### src/rtl/piso_stream.sv
// -----------------------------------------------------------------------------
// piso_stream
// -----------------------------------------------------------------------------
// Parallel-in / serial-out converter with valid/ready handshakes on both sides.
// A DATA_WIDTH-bit word is accepted into a one-word holding buffer, moved into
// the shift register, and emitted SHIFT_WIDTH bits per output beat
// (BEATS = DATA_WIDTH / SHIFT_WIDTH beats per word). Because the hold buffer
// refills while the shift register drains, words stream back-to-back with no
// idle beat between them, including the BEATS == 1 case.
//
// Parameters
//   DATA_WIDTH  : parallel word width, must be a multiple of SHIFT_WIDTH
//   SHIFT_WIDTH : bits per output beat, >= 1
//   MSB_FIRST   : 0 -> emit the least-significant slice first (shift right)
//                 1 -> emit the most-significant slice first (shift left)
//
// Ports
//   clk        : clock
//   rst        : asynchronous reset, active low
//   flush      : synchronous clear of hold buffer, shifter and beat counter;
//                overrides every other synchronous update, in_valid ignored
//   in_valid   : in_data is valid
//   in_ready   : a word can be accepted this cycle (no in_valid dependency)
//   in_data    : parallel input word
//   out_valid  : out_data carries a beat
//   out_ready  : consumer takes the beat this cycle
//   out_data   : current serial beat (0 while idle)
//   out_last   : current beat is the last beat of its word (0 while idle)
//   busy       : a word is being shifted or waiting in the hold buffer
// -----------------------------------------------------------------------------
module piso_stream #(
  parameter int DATA_WIDTH  = 128,
  parameter int SHIFT_WIDTH = 1,
  parameter bit MSB_FIRST   = 1'b0
) (
  input  logic                   clk,
  input  logic                   rst,
  input  logic                   flush,
  input  logic                   in_valid,
  output logic                   in_ready,
  input  logic [DATA_WIDTH-1:0]  in_data,
  output logic                   out_valid,
  input  logic                   out_ready,
  output logic [SHIFT_WIDTH-1:0] out_data,
  output logic                   out_last,
  output logic                   busy
);

  // Guard the divisor so a bad SHIFT_WIDTH reaches the elaboration check
  // below instead of failing on a divide-by-zero first.
  localparam int SW_SAFE  = (SHIFT_WIDTH < 1) ? 1 : SHIFT_WIDTH;
  localparam int BEATS    = DATA_WIDTH / SW_SAFE;
  localparam int CNT_W    = (BEATS > 1) ? $clog2(BEATS) : 1;
  localparam logic [CNT_W-1:0] LAST_CNT = CNT_W'(BEATS - 1);

  generate
    if ((SHIFT_WIDTH < 1) || ((DATA_WIDTH % SW_SAFE) != 0)) begin : g_bad_params
      $fatal(1, "piso_stream: DATA_WIDTH must be a multiple of SHIFT_WIDTH and SHIFT_WIDTH >= 1");
    end
  endgenerate

  // The shifter is either idle or emitting a word; "active" is ST_SHIFT.
  typedef enum logic {
    ST_IDLE  = 1'b0,
    ST_SHIFT = 1'b1
  } state_t;

  state_t                  state_reg,     state_next;
  logic [DATA_WIDTH-1:0]   hold_reg,      hold_next;
  logic                    hold_full_reg, hold_full_next;
  logic [DATA_WIDTH-1:0]   sreg_reg,      sreg_next;
  logic [CNT_W-1:0]        cnt_reg,       cnt_next;

  logic                    active;
  logic                    last_beat;
  logic                    fire_out;
  logic                    end_word;
  logic                    hold_drain;
  logic                    fire_in;
  logic [SHIFT_WIDTH-1:0]  beat_slice;
  logic [DATA_WIDTH-1:0]   sreg_shifted;

  // ---------------------------------------------------------------------------
  // Handshake decode
  // ---------------------------------------------------------------------------
  assign active     = (state_reg == ST_SHIFT);
  assign last_beat  = (cnt_reg == LAST_CNT);
  assign fire_out   = active & out_ready;
  assign end_word   = fire_out & last_beat;

  // The hold buffer empties into the shifter whenever the shifter is idle or
  // is consuming its final beat this cycle; that same cycle the hold buffer
  // may be refilled, which is what removes the bubble between words.
  assign hold_drain = hold_full_reg & (~active | end_word);
  assign in_ready   = ~hold_full_reg | hold_drain;
  assign fire_in    = in_valid & in_ready;

  // ---------------------------------------------------------------------------
  // Bit-order dependent slice selection and shift direction
  // ---------------------------------------------------------------------------
  generate
    if (MSB_FIRST) begin : g_msb_first
      assign beat_slice   = sreg_reg[DATA_WIDTH-1 -: SHIFT_WIDTH];
      assign sreg_shifted = sreg_reg << SHIFT_WIDTH;
    end else begin : g_lsb_first
      assign beat_slice   = sreg_reg[SHIFT_WIDTH-1:0];
      assign sreg_shifted = sreg_reg >> SHIFT_WIDTH;
    end
  endgenerate

  // The shifter keeps stale residue after the last beat of a word, so the
  // beat is masked with active to present zeros while idle.
  genvar gi;
  generate
    for (gi = 0; gi < SHIFT_WIDTH; gi++) begin : g_out_gate
      assign out_data[gi] = active & beat_slice[gi];
    end
  endgenerate

  assign out_valid = active;
  assign out_last  = active & last_beat;
  assign busy      = active | hold_full_reg;

  // ---------------------------------------------------------------------------
  // Next-state logic
  // ---------------------------------------------------------------------------
  always_comb begin
    state_next     = state_reg;
    hold_next      = hold_reg;
    hold_full_next = hold_full_reg;
    sreg_next      = sreg_reg;
    cnt_next       = cnt_reg;

    if (flush) begin
      state_next     = ST_IDLE;
      hold_next      = '0;
      hold_full_next = 1'b0;
      sreg_next      = '0;
      cnt_next       = '0;
    end else begin
      // Shifter side
      case (state_reg)
        ST_IDLE: begin
          if (hold_drain) begin
            sreg_next  = hold_reg;
            cnt_next   = '0;
            state_next = ST_SHIFT;
          end
        end
        ST_SHIFT: begin
          if (hold_drain) begin
            // Last beat consumed and a word is waiting: reload directly.
            sreg_next  = hold_reg;
            cnt_next   = '0;
            state_next = ST_SHIFT;
          end else if (end_word) begin
            cnt_next   = '0;
            state_next = ST_IDLE;
          end else if (fire_out) begin
            sreg_next  = sreg_shifted;
            cnt_next   = cnt_reg + 1'b1;
          end
        end
        default: begin
          state_next = ST_IDLE;
        end
      endcase

      // Hold buffer side: a simultaneous refill wins over the drain so the
      // buffer stays full with the new word.
      if (fire_in) begin
        hold_next      = in_data;
        hold_full_next = 1'b1;
      end else if (hold_drain) begin
        hold_full_next = 1'b0;
      end
    end
  end

  // ---------------------------------------------------------------------------
  // State registers
  // ---------------------------------------------------------------------------
  always_ff @(posedge clk or negedge rst) begin
    if (!rst) begin
      state_reg     <= ST_IDLE;
      hold_reg      <= '0;
      hold_full_reg <= 1'b0;
      sreg_reg      <= '0;
      cnt_reg       <= '0;
    end else begin
      state_reg     <= state_next;
      hold_reg      <= hold_next;
      hold_full_reg <= hold_full_next;
      sreg_reg      <= sreg_next;
      cnt_reg       <= cnt_next;
    end
  end

endmodule

### config.mk
export PLATFORM = sky130hd
export DESIGN_NAME = piso_stream
export DESIGN_NICKNAME = d
export VERILOG_FILES = /design/src/rtl/piso_stream.sv
export SDC_FILE = /design/constraint.sdc
export NUM_CORES = 1
export LEC_CHECK = 0
export CORE_MARGIN = 1
export CORE_UTILIZATION = 45
export CTS_BUF_LIST = sky130_fd_sc_hd__clkbuf_4 sky130_fd_sc_hd__clkbuf_8
export DETAILED_ROUTE_END_ITERATION = 16
export GPL_TIMING_DRIVEN = 0
export PLACE_DENSITY = 0.7
export SYNTH_ARGS = -nofsm -noshare
export SYNTH_HDL_FRONTEND = slang
export SYNTH_SLANG_ARGS = --single-unit
### constraint.sdc
create_clock -name clk -period 4.93 [get_ports clk]
set_input_delay 0.986 -clock clk [delete_from_list [all_inputs] [get_ports clk]]
set_output_delay 0.986 -clock clk [all_outputs]
set_load 0.005 [all_outputs]
==> reports/qor.yml <==
timing:
  min_period_ns: 3.45
  slew_viol_final: 0
  setup_tns_ns: 0
  slew-limit-headroom_pct: 50.9
  setup_viol_count_final: 0
  finalClockSkew_ns: 0.0130
  hold_viol_final: 0
  hold_slack_ns: 0.326
  worst_slew_pin_slew_ns: 0.737
  fin_crit_sh_pct: 70.0
  rsz0062_at_grt: "false"
  max_freq_ghz: 0.290
global_route:
  met1_usage_pct: 32.0
  use_met2_pct: 31.6
  grt_pass1_vias: 8595
  grt_use_total_pct: 21.2
  grt_use_met3_pct: 3.36
  antenna_found_initial: 0
  grt_busiest_layer: "met1"
  grt-ovfl-total: 0
  grt_pass1_wl_mm: 44.6
  grt_max_degree: 120
synthesis:
  synth_xor_area_share_pct: 0.154
  synthMuxAreaShare_pct: 0.187
  synth_top_family_by_area: "compound AO/OA/AOI/OAI gates"
  yosys_most_used_dff: "dfrtp_1"
  syn_area_um2: 11400
  ys_seq_elements: 265
  synth_top_area_cell: "dfrtp_1"
  seq_area_frac_synth_pct: 58.4
  synth_simple_gate_area_share_pct: 13.9
  synth_edf_count: 0
  synth_adder_area_share_pct: 0.110
  synthDistinctLibCells: 35
  syn_avg_cell_area_um2: 10.8
  async_flop_share_pct: 100
  synth-compound-area-share_pct: 21.6
  syn-num-nets: 1190
  ys_warn_count: 0
  synthTopCellsByArea: "dfrtp_1, a22o_1, a311oi_1"
  syn_inst: 1056
  synth.top_cell.area_share_pct: 58.4
drt:
  wl_per_cell_um: 16.8
  drc: 0
  drt_iter0_drc: 688
  routed_via_density: 5.51
  firstDrtPassIters: 6
  vias: 8796
  ant_nets: 0
  wirelength_mm: 26.8
cts:
  cts_root_buf: "clkbuf_8"
  clk_pin_slew_worst_paths_ns: 0.06
  cts_buffers: 46
  cts_tree: "built"
  clock_insertion_delay_worst_skew_ns: 0.54
  cts_num_sinks: 265
  clockBufferDepth: 3
  htree_num_levels: 2
  post_cts_resized: 0
  postCtsHoldBufs: 0
  cts_setup_buffers: 0
setup_path:
  critPathRequiredTime_ns: 3.94
  worstSetupStartpoint: "cnt_reg[0]"
  r2r_start: "cnt_reg[0]"
  cp_slowest_cell: "clkdlybuf4s50_1"
  path_cells: "ha_1, and3_1, buf_4, a311oi_4, inv_1, clkdlybuf4s50_1"
  critical_path.startpoint_type: "flip-flop"
  worstPathArrival_ns: 2.46
  max_stage_delay_ns: 0.47
  critical_path.max_fanout: 6
  cp-end-kind: "output pin"
  crit_type: "reg2out"
cells_and_area:
  n_fill_cell: 2200
  layout_common_cells: "dfrtp_1, nand2_1, clkdlybuf4s50_1, nor2_1, a22o_1"
  fin_area_um2: 14100
  diodes: 0
  fin_nets: 1377
  mostFrequentLayoutCell: "dfrtp_1"
  syn2layout_area_growth_pct: 24.2
  drive_above_1_share_pct: 13.9
place:
  hpwl_mm: 17.6
  gp_congestion: 0.765
  port_buffers: 137
  postPlaceCellArea_um2: 13200
floorplan:
  core_um2: 24500
  die_y_um: 161
  placementRows: 57
  ios: 138
  start_util_pct: 46.3
  die_w_um: 161
  die_area_um2: 25900
run:
  maxCapViolations: 0
pwr:
  p_per_area_nw_per_um2: 360
  vdd_drop_max_v: 0.000204
  leakagePower_nw: 6.15
worst_hold_path:
  hold_path.class: "in2async"
status:
  status: "complete, no violations"
[report_power, final]
| part | total [mW] | leakage [nW] | internal, mW | switching, mW |
|---|---|---|---|---|
| Sequential | 2.43 | 3.53 | 2.33 | 0.0917 |
| Clock | 2.00 | 0.492 | 1.14 | 0.867 |
| Combinational | 0.646 | 2.12 | 0.294 | 0.352 |
[critical path, delay by kind of cell (launching register included)]
family	cells	cell delay [ns]
compound gates	1	0.32
fa+ha+maj	1	0.25
buf+inv	3	0.75
flops	1	0.41
simple gates	1	0.19
[kinds of logic (layout without fill, tap and decap cells)]
| kind of cell | after synthesis | count (layout) |
|---|---|---|
| AO/OA/AOI/OAI | 273 | 273 |
| adder cells (fa/ha/maj) | 1 | 1 |
| multiplexers | 2 | 2 |
| buffers and inverters | 107 | 324 |
| flip-flops | 265 | 265 |
| AND/OR/NAND/NOR | 406 | 406 |
| XOR/XNOR | 2 | 2 |
[final timing paths]
check,to,slack [ns],cells past startpoint
max,in_ready,1.48,6
min,hold_reg[110],0.33,1
max reg2reg,sreg_reg[63],2.66,8
min reg2reg,hold_reg[62],0.50,1
max in group asynchronous,sreg_reg[47],3.71,2
min in group clk,hold_reg[62],0.50,1
[synthesized netlist by cell type (4+ instances only)]
cell type and n:
buf_6 8, a311oi_2 11, a311oi_1 116, buf_4 37
nor2_1 132, inv_1 4, clkbuf_1 24, a21oi_1 5
nand3_1 5, o21ai_0 4, buf_2 33, nand2_1 255
a22o_1 130, and3_1 4, dfrtp_1 265
[layer usage]
metal	wire [um]	vias up	part of all wire [%]
met4	517	0	1.9
met5	0	-	0
li1	-	4187	-
met1	12800	4340	48
met2	12200	224	46
met3	1250	45	4.7
[stage by stage]
stage	instances	setup WS (ns)	util (%)	total power, mW
2_1_floorplan	1056	2.63	-	2.82
3_3_place_gp	1517	-8.43	53.5	3.10
3_5_place_dp	1519	1.49	53.8	3.11
4_1_cts	1597	1.46	57.5	5.13
5_1_grt	1597	1.33	57.5	5.32
6_report	1597	1.48	57.5	5.07
[final cells by class]
class,count,area [um2],area share (%)
plain buffers,102,623,4.42
clock buffers,74,893,6.33
clock inverters,4,22.5,0.160
inverters,5,18.8,0.133
multi-input cells,684,4080,28.9
flip-flops and latches,265,6630,47.0
well taps,324,405,2.87
repair buffers,139,1430,10.1
(Power assumes the default switching activity.)
